==> config.mk <==
export PLATFORM = sky130hd
export DESIGN_NAME = recv_addr_presenter
export DESIGN_NICKNAME = d
export VERILOG_FILES = /design/src/rtl/recv_addr_presenter.sv
export SDC_FILE = /design/constraint.sdc
export NUM_CORES = 1
export LEC_CHECK = 0
export CORE_ASPECT_RATIO = 1.4
export CORE_UTILIZATION = 28
export CTS_CLUSTER_DIAMETER = 100
export DETAILED_ROUTE_END_ITERATION = 10
export PLACE_DENSITY = 0.58
export RECOVER_POWER = 100
export SLEW_MARGIN = 5
export SYNTH_ARGS = -nofsm -noshare
export SYNTH_HDL_FRONTEND = slang
export SYNTH_SLANG_ARGS = --single-unit
==> constraint.sdc <==
create_clock -name clk -period 2.6 [get_ports clk]
set_clock_uncertainty 0.15 [all_clocks]
set_input_delay 0.26 -clock clk [delete_from_list [all_inputs] [get_ports clk]]
set_output_delay 0.26 -clock clk [all_outputs]
set_load 0.005 [all_outputs]
==> src/rtl/recv_addr_presenter.sv <==
// ---------------------------------------------------------------------------
// recv_addr_presenter
//
// Feeds the 8-bit receive-address PIO input port read by the Nios. Header
// words from the network receive interface are accepted with a valid/ready
// handshake. The 7-bit source-address field of each word is buffered in a
// small circular FIFO. Addresses are then presented one at a time on
// addr_port. Bit 7 is a "new" level whose rising edge is captured by the PIO.
// The Nios acknowledges each address with a 4-phase handshake on nios_ack.
//
// Ports:
//   clk         system clock
//   reset_n     asynchronous active-low reset
//   hdr_data    header word; address is hdr_data[ADDR_LSB+6:ADDR_LSB]
//   hdr_valid   hdr_data valid
//   hdr_ready   block can accept hdr_data this cycle (!full)
//   nios_ack    acknowledge level from the Nios output PIO (asynchronous)
//   addr_port   to PIO in_port: [7] new-strobe, [6:0] address
//   fifo_level  current FIFO occupancy (status only)
//
// Parameters:
//   DEPTH       FIFO entries; power of two, 2..16
//   ADDR_LSB    bit position of the 7-bit address field inside hdr_data
// ---------------------------------------------------------------------------
module recv_addr_presenter #(
  parameter int DEPTH    = 4,
  parameter int ADDR_LSB = 24
) (
  input  logic                     clk,
  input  logic                     reset_n,
  input  logic [31:0]              hdr_data,
  input  logic                     hdr_valid,
  output logic                     hdr_ready,
  input  logic                     nios_ack,
  output logic [7:0]               addr_port,
  output logic [$clog2(DEPTH):0]   fifo_level
);

  localparam int PW = $clog2(DEPTH);
  localparam int LW = PW + 1;
  localparam logic [LW-1:0] FULL_CNT = LW'(DEPTH);

  typedef enum logic [1:0] {
    S_IDLE,
    S_PRESENT,
    S_RELEASE
  } state_t;

  // FIFO storage and bookkeeping
  logic [6:0]    r_mem [DEPTH];
  logic [PW-1:0] r_wr_ptr;
  logic [PW-1:0] r_rd_ptr;
  logic [LW-1:0] r_count;

  // Holds hdr_ready low until the first clock after reset release
  logic          r_rdy_en;

  // nios_ack synchroniser
  logic          r_ack_meta;
  logic          r_ack_s;

  // Presentation FSM and its registered output
  state_t        r_state;
  logic [7:0]    r_addr_port;

  logic          w_full;
  logic          w_empty;
  logic          w_push;
  logic          w_pop;
  logic [6:0]    w_addr;
  logic          w_unused_hdr;

  assign w_addr  = hdr_data[ADDR_LSB +: 7];
  assign w_full  = (r_count == FULL_CNT);
  assign w_empty = (r_count == '0);

  assign hdr_ready = r_rdy_en & ~w_full;
  assign w_push    = hdr_valid & hdr_ready;

  // Pop is only requested from IDLE, with data present and the Nios idle.
  // A Nios that still holds ack high stalls the FSM here without popping.
  assign w_pop = (r_state == S_IDLE) & ~w_empty & ~r_ack_s;

  // Only the address field is consumed; the rest of the header is ignored.
  assign w_unused_hdr = ^hdr_data;

  assign addr_port  = r_addr_port;
  assign fifo_level = r_count;

  // NOTE: storage is not reset -- entries are only ever read after being
  // written, and the pointers/occupancy (which are reset) define validity.
  always_ff @(posedge clk) begin
    if (w_push) begin
      r_mem[r_wr_ptr] <= w_addr;
    end
  end

  // NOTE: all state is updated with non-blocking assignments so every flop
  // samples pre-edge values regardless of statement order.
  always_ff @(posedge clk or negedge reset_n) begin
    if (!reset_n) begin
      r_wr_ptr <= '0;
      r_rd_ptr <= '0;
      r_count  <= '0;
      r_rdy_en <= 1'b0;
    end else begin
      r_rdy_en <= 1'b1;
      if (w_push) begin
        r_wr_ptr <= r_wr_ptr + 1'b1;
      end
      if (w_pop) begin
        r_rd_ptr <= r_rd_ptr + 1'b1;
      end
      // Simultaneous push and pop leaves occupancy unchanged
      case ({w_push, w_pop})
        2'b10:   r_count <= r_count + 1'b1;
        2'b01:   r_count <= r_count - 1'b1;
        default: r_count <= r_count;
      endcase
    end
  end

  // Two-flop synchroniser; r_ack_s is the only version the FSM looks at.
  always_ff @(posedge clk or negedge reset_n) begin
    if (!reset_n) begin
      r_ack_meta <= 1'b0;
      r_ack_s    <= 1'b0;
    end else begin
      r_ack_meta <= nios_ack;
      r_ack_s    <= r_ack_meta;
    end
  end

  // Presentation FSM. Bit 7 is low in IDLE and RELEASE, so there is always
  // at least one low cycle between two presentations. Each address therefore
  // produces exactly one rising edge at the PIO.
  always_ff @(posedge clk or negedge reset_n) begin
    if (!reset_n) begin
      r_state     <= S_IDLE;
      r_addr_port <= 8'h00;
    end else begin
      case (r_state)
        S_IDLE: begin
          if (w_pop) begin
            r_addr_port <= {1'b1, r_mem[r_rd_ptr]};
            r_state     <= S_PRESENT;
          end
        end
        S_PRESENT: begin
          if (r_ack_s) begin
            // The address bits are kept; only the strobe drops
            r_addr_port[7] <= 1'b0;
            r_state        <= S_RELEASE;
          end
        end
        S_RELEASE: begin
          if (!r_ack_s) begin
            r_state <= S_IDLE;
          end
        end
        default: begin
          r_addr_port[7] <= 1'b0;
          r_state        <= S_IDLE;
        end
      endcase
    end
  end

endmodule

==> results of run 1 <==
## area by class of cell
type / count / area [um^2] / area share, %
multi-input combinational: 45 / 505.5 / 21.96
sequential: 48 / 1341 / 58.26
inverter: 8 / 30.03 / 1.304
clock buffer: 5 / 68.82 / 2.989
clock inverter: 3 / 13.76 / 0.5978
tap: 92 / 115.1 / 5.000
timing repair buffer: 24 / 227.7 / 9.891
## through the flow
| step | instances | area [um^2] | hold WS [ns] | util (%) | power (uW) |
|---|---|---|---|---|---|
| floorplan | 104 | 1931 | -0.1856 | - | 1654 |
| global placement | 217 | 2258 | 0.1856 | 34.15 | 1924 |
| detailed placement | 217 | 2258 | 0.1879 | 34.15 | 1976 |
| global route | 225 | 2302 | 0.2263 | 34.82 | 2384 |
| CTS | 225 | 2341 | 0.1685 | 35.40 | 2393 |
| finish | 225 | 2302 | 0.2105 | 34.82 | 2230 |
## flip-flops by register name, summed over array words and instances, names as in the netlist
name	flops
r_state	2
r_ack_meta	1
addr_port	8
fifo_level	3
r_mem	28
r_rd_ptr	2
r_rdy_en	1
r_wr_ptr	2
r_ack_s	1
## path summary, 6_finish.rpt
check / cells past startpoint / slack, ns / end / start
worst min-delay path: 0 / 0.21 / r_ack_s$_DFF_PN0_ / r_ack_meta$_DFF_PN0_
worst max register to register: 8 / 0.35 / fifo_level[2]$_DFFE_PN0P_ / fifo_level[0]$_DFFE_PN0P_
worst max-delay path: 8 / 0.35 / fifo_level[2]$_DFFE_PN0P_ / fifo_level[0]$_DFFE_PN0P_
min in group asynchronous: 2 / 0.56 / addr_port[1]$_DFFE_PN0P_ / reset_n
max in group asynchronous: 2 / 1.05 / addr_port[7]$_DFFE_PN0P_ / reset_n
worst min register to register: 0 / 0.21 / r_ack_s$_DFF_PN0_ / r_ack_meta$_DFF_PN0_
## worst max-delay path, cell delays in order, from the launching register on
cell and delay (ns):
dfrtp_1 0.45, o311a_1 0.46, inv_1 0.09, ha_1 0.18, inv_1 0.06, fa_1 0.37
xor2_1 0.15, nor2_1 0.14, xnor2_1 0.13
## per-layer routing
metal | track usage, % | share of wire (%)
met5 | 0 | 0
met3 | 2.008 | 2.6
met1 | 10.39 | 38
met4 | 5.430 | 2.4
met2 | 18.62 | 57
## Yosys cell counts, types with 3 or more instances
cell | n | area share (%)
edfxtp_1 | 28 | 44
mux2_4 | 7 | 5.4
xor2_1 | 4 | 1.8
xnor2_1 | 3 | 1.4
and2_1 | 5 | 1.6
mux4_2 | 7 | 8.2
ha_1 | 5 | 3.2
inv_1 | 8 | 1.6
dfrtp_1 | 20 | 26
## cell families (layout without fill, tap and decap cells)
logic type                 Yosys count  after routing  synth area share [%]
xor gates and xnor gates             7              7                 3.176
muxes                               16             16                 14.71
other                                1              1                0.1942
DFF                                 48             48                 69.48
buffers and inverters               11             40                 2.722
adders and majority gates            6              6                 4.277
and+or+nand+nor                     10             10                 3.435
AOI/OAI and AO/OA                    5              5                 2.009
## power by group
| group | switching [uW] | total [uW] | internal [uW] | leakage, uW |
|---|---|---|---|---|
| Clock | 235 | 418 | 183 | 0.0000453 |
| Sequential | 165 | 1160 | 993 | 0.000489 |
| Combinational | 258 | 654 | 396 | 0.000324 |
| Total | 658 | 2230 | 1570 | 0.000858 |
==> impl_metrics.tcl, run 1 <==
set metrics [dict create \
    status "finished clean" \
    drv_slew 0 \
    antenna_left 0 \
    powerDensity_nw_per_um2 968.7 \
    syn_area_um2 1931 \
    cts_num_sinks 48 \
    ys.flop_type "edfxtp_1" \
    routed_via_density 4.164 \
    grt_max_degree 21 \
    vias 937 \
    drc_errors 0 \
    fin_tns_setup_ns 0 \
    firstDrtPassIters 4 \
    syn_avg_cell_area_um2 18.56 \
    wl_um 3109 \
    floorplan.io_pins 48 \
    timing.final.crit_share_pct 86.60 \
    rows 35 \
    netlist_instances 104 \
    clkTransAtPathRegs_ns 0.08 \
    rsz0062_at_grt "false" \
    wl_per_cell_um 13.82 \
    ys_seq_elements 48 \
    drive_gt1_share_pct 12.03 \
    required_ns 2.67 \
    hold_buffers 0 \
    die-area_um2 7236 \
    cts_buffers 5 \
    hpwl_um 2211 \
    drt_iter0_drc 25 \
    die_y_um 100.3 \
    cts_tree "yes" \
    synth_cell_types 26 \
    grt_pass1_vias 1053 \
    place.port_buffers 22 \
    final_common_cell "edfxtp_1" \
    cts.path.max_buffers 2 \
    yosysSeqAreaShare_pct 69.48 \
    hold_path.class "register to register" \
    grt_usage_pct 10.05 \
    start_kind "register" \
    path_class "register to register" \
    synth-edff-count 28 \
    cts_setup_buffers 0 \
    period_minus_slack_ns 2.252 \
    leakagePower_uw 0.0008579 \
    final_cell_mix "edfxtp_1, dlygate4sd3_1, dfrtp_1" \
    areaGrowthSynthToFinish_pct 19.25 \
    async_reset_ff_share_pct 41.67 \
    dpl_worst_slack_ns 0.3498 \
    finalHoldViolCount 0 \
    clk_latency_ns 0.29 \
    ctsRootBufferMaster "clkbuf_8" \
    place_congestion 0.6364 \
    die_w_um 72.18 \
    grt_overflow_total 0 \
    diodes 0 \
    post_cts_resized 0 \
    fin_nets 174 \
    core_area_um2 6613 \
    tightest_slew_ns 1.159 \
    ir_drop_uv 292.8 \
    finalSetupViolations 0 \
    initial_core_util_pct 29.20 \
    setup_ws_ns 0.3484 \
    antenna_found_initial 0 \
    crit_path_max_fanout 7 \
    htree_levels 2 \
    drv_cap 0 \
    fillCellCount 631 \
    grt_pass1_wl_um 5299 \
    worst_setup_path_end_kind "register" \
    cp.arrival_ns 2.33 \
    yosys_warnings 0 \
    max_freq_ghz 0.4441 \
    synth.net_count 146 \
    relSlewSlack_pct 22.75 \
]
(Power assumes the default switching activity.)
==> inputs of run 2 (changes only) <==
--- a/config.mk
+++ b/config.mk
@@ -6,10 +6,10 @@
 export NUM_CORES = 1
 export LEC_CHECK = 0
 export CORE_ASPECT_RATIO = 1.4
-export CORE_UTILIZATION = 28
+export CORE_UTILIZATION = 30
 export CTS_CLUSTER_DIAMETER = 100
 export DETAILED_ROUTE_END_ITERATION = 10
-export PLACE_DENSITY = 0.58
+export PLACE_DENSITY = 0.61
 export RECOVER_POWER = 100
 export SLEW_MARGIN = 5
 export SYNTH_ARGS = -nofsm -noshare
==> run 2 against run 1 <==
  * Total power shrank 0.27%
  * Design area shrank 1.0%
  * Hold slack gained 0.010 ns
  * Critical path type unchanged
==> impl_metrics.tcl, run 2 (synthesis gave the netlist of run 1 again) <==
set metrics [dict create \
    status "finished clean" \
    relSlewSlack_pct 25.15 \
    antenna_found_initial 0 \
    cts_num_sinks 48 \
    die-area_um2 6765 \
    drv_slew 0 \
    grt_use_met1_pct 10.22 \
    clk_latency_ns 0.29 \
    powerDensity_nw_per_um2 976.2 \
    final_cell_mix "edfxtp_1, dlygate4sd3_1, dfrtp_1" \
    final_common_cell "edfxtp_1" \
    areaGrowthSynthToFinish_pct 18.02 \
    floorplan.io_pins 48 \
    cts_tree "yes" \
    place.port_buffers 22 \
    r2r-end "fifo_level[2]$_DFFE_PN0P_" \
    firstDrtPassIters 2 \
    cts_buffers 5 \
    cp.arrival_ns 2.28 \
    fillCellCount 596 \
    period_minus_slack_ns 2.209 \
    rows 34 \
    grt_overflow_total 0 \
    grt_pass1_wl_um 5119 \
    drv_cap 0 \
    grt_pass1_vias 1032 \
    hold_buffers 0 \
    crit_start "fifo_level[0]$_DFFE_PN0P_" \
    clkTransAtPathRegs_ns 0.08 \
    largest_reg_flops 28 \
    tightest_slew_ns 1.123 \
    die_y_um 96.92 \
    core_area_um2 6211 \
    initial_core_util_pct 31.08 \
    top_usage_layer "met2" \
    holdWs_ns 0.2207 \
    path_class "register to register" \
    fin_nets 174 \
    use_met2_pct 18.64 \
    post_cts_resized 0 \
    diodes 0 \
    required_ns 2.67 \
    leakagePower_uw 0.0008514 \
    grt_max_degree 21 \
    max_freq_ghz 0.4528 \
    grt_usage_pct 10.12 \
    setup_ws_ns 0.3913 \
    worst_setup_path_end_kind "register" \
    drive_gt1_share_pct 11.28 \
    dpl_worst_slack_ns 0.3693 \
    timing.final.crit_share_pct 84.95 \
    drt_iter0_drc 9 \
    rr_startpoint "fifo_level[0]$_DFFE_PN0P_" \
    htree_levels 2 \
    hold_path.class "register to register" \
    drc_errors 0 \
    dpl_cell_area_um2 2233 \
    cts.path.max_buffers 2 \
    reg2reg_setup_slack_ns 0.39 \
    place_congestion 0.6801 \
    cts_setup_buffers 0 \
    die_w_um 69.80 \
    grt_util_met3_pct 2.083 \
    rsz0062_at_grt "false" \
    start_kind "register" \
    ctsRootBufferMaster "clkbuf_8" \
    largest_register "r_mem" \
    hpwl_um 2204 \
    vias 911 \
    routed_via_density 4.444 \
    antenna_left 0 \
    ir_drop_uv 316.5 \
    wl_um 2995 \
    crit_end "fifo_level[2]$_DFFE_PN0P_" \
    finalHoldViolCount 0 \
    finalInstanceArea_um2 2278 \
    crit_path_max_fanout 7 \
    worst_r2r_path_depth 8 \
    fin_tns_setup_ns 0 \
    wl_per_cell_um 14.61 \
    finalSetupViolations 0 \
]
-- run 2: worst min path at each step --
stage / from / end / slack (ns) / cells past startpoint
2_1_floorplan: reset_n / addr_port[0]$_DFFE_PN0P_ / -0.19 / 0
3_3_place_gp: r_ack_meta$_DFF_PN0_ / r_ack_s$_DFF_PN0_ / 0.19 / 0
3_5_place_dp: r_ack_meta$_DFF_PN0_ / r_ack_s$_DFF_PN0_ / 0.19 / 0
4_1_cts: reset_n / addr_port[4]$_DFFE_PN0P_ / 0.15 / 2
5_1_grt: r_ack_meta$_DFF_PN0_ / r_ack_s$_DFF_PN0_ / 0.24 / 0
6_report: r_ack_meta$_DFF_PN0_ / r_ack_s$_DFF_PN0_ / 0.22 / 0
-- run 2: cell type report --
class	count	area [um^2]	share of cell area, %
clock inverter	2	11.26	0.4942
multi-input combinational	45	505.5	22.19
timing repair buffer	24	227.7	9.994
sequential	48	1341	58.87
clock buffer	6	72.57	3.185
inverter	8	30.03	1.318
tap	72	90.09	3.954
-- run 2: metal layers --
metal / part of all wire, % / vias to the layer above
met5: 0 / -
met3: 2.4 / 7
met4: 2.8 / 0
met1: 37 / 457
met2: 58 / 13
li1: - / 434
-- run 2: power breakdown --
part	internal (uW)	switching, uW
Clock	187	233
Combinational	395	257
Sequential	993	160
Total	1570	649
-- run 2: critical path, stage by stage (launching register included) --
cell and delay, ns:
dfrtp_1 0.45, o311a_1 0.45, inv_1 0.09, ha_1 0.18
inv_1 0.06, fa_1 0.37, xor2_1 0.15, nor2_1 0.11
xnor2_1 0.13
-- run 2: through the flow --
step	utilization (%)	cells	power (uW)
final	36.68	205	2224
after global placement	35.96	197	1920
after global routing	36.68	205	2383
after detailed placement	35.96	197	1970
after floorplan	-	104	1654
after CTS	37.31	205	2388
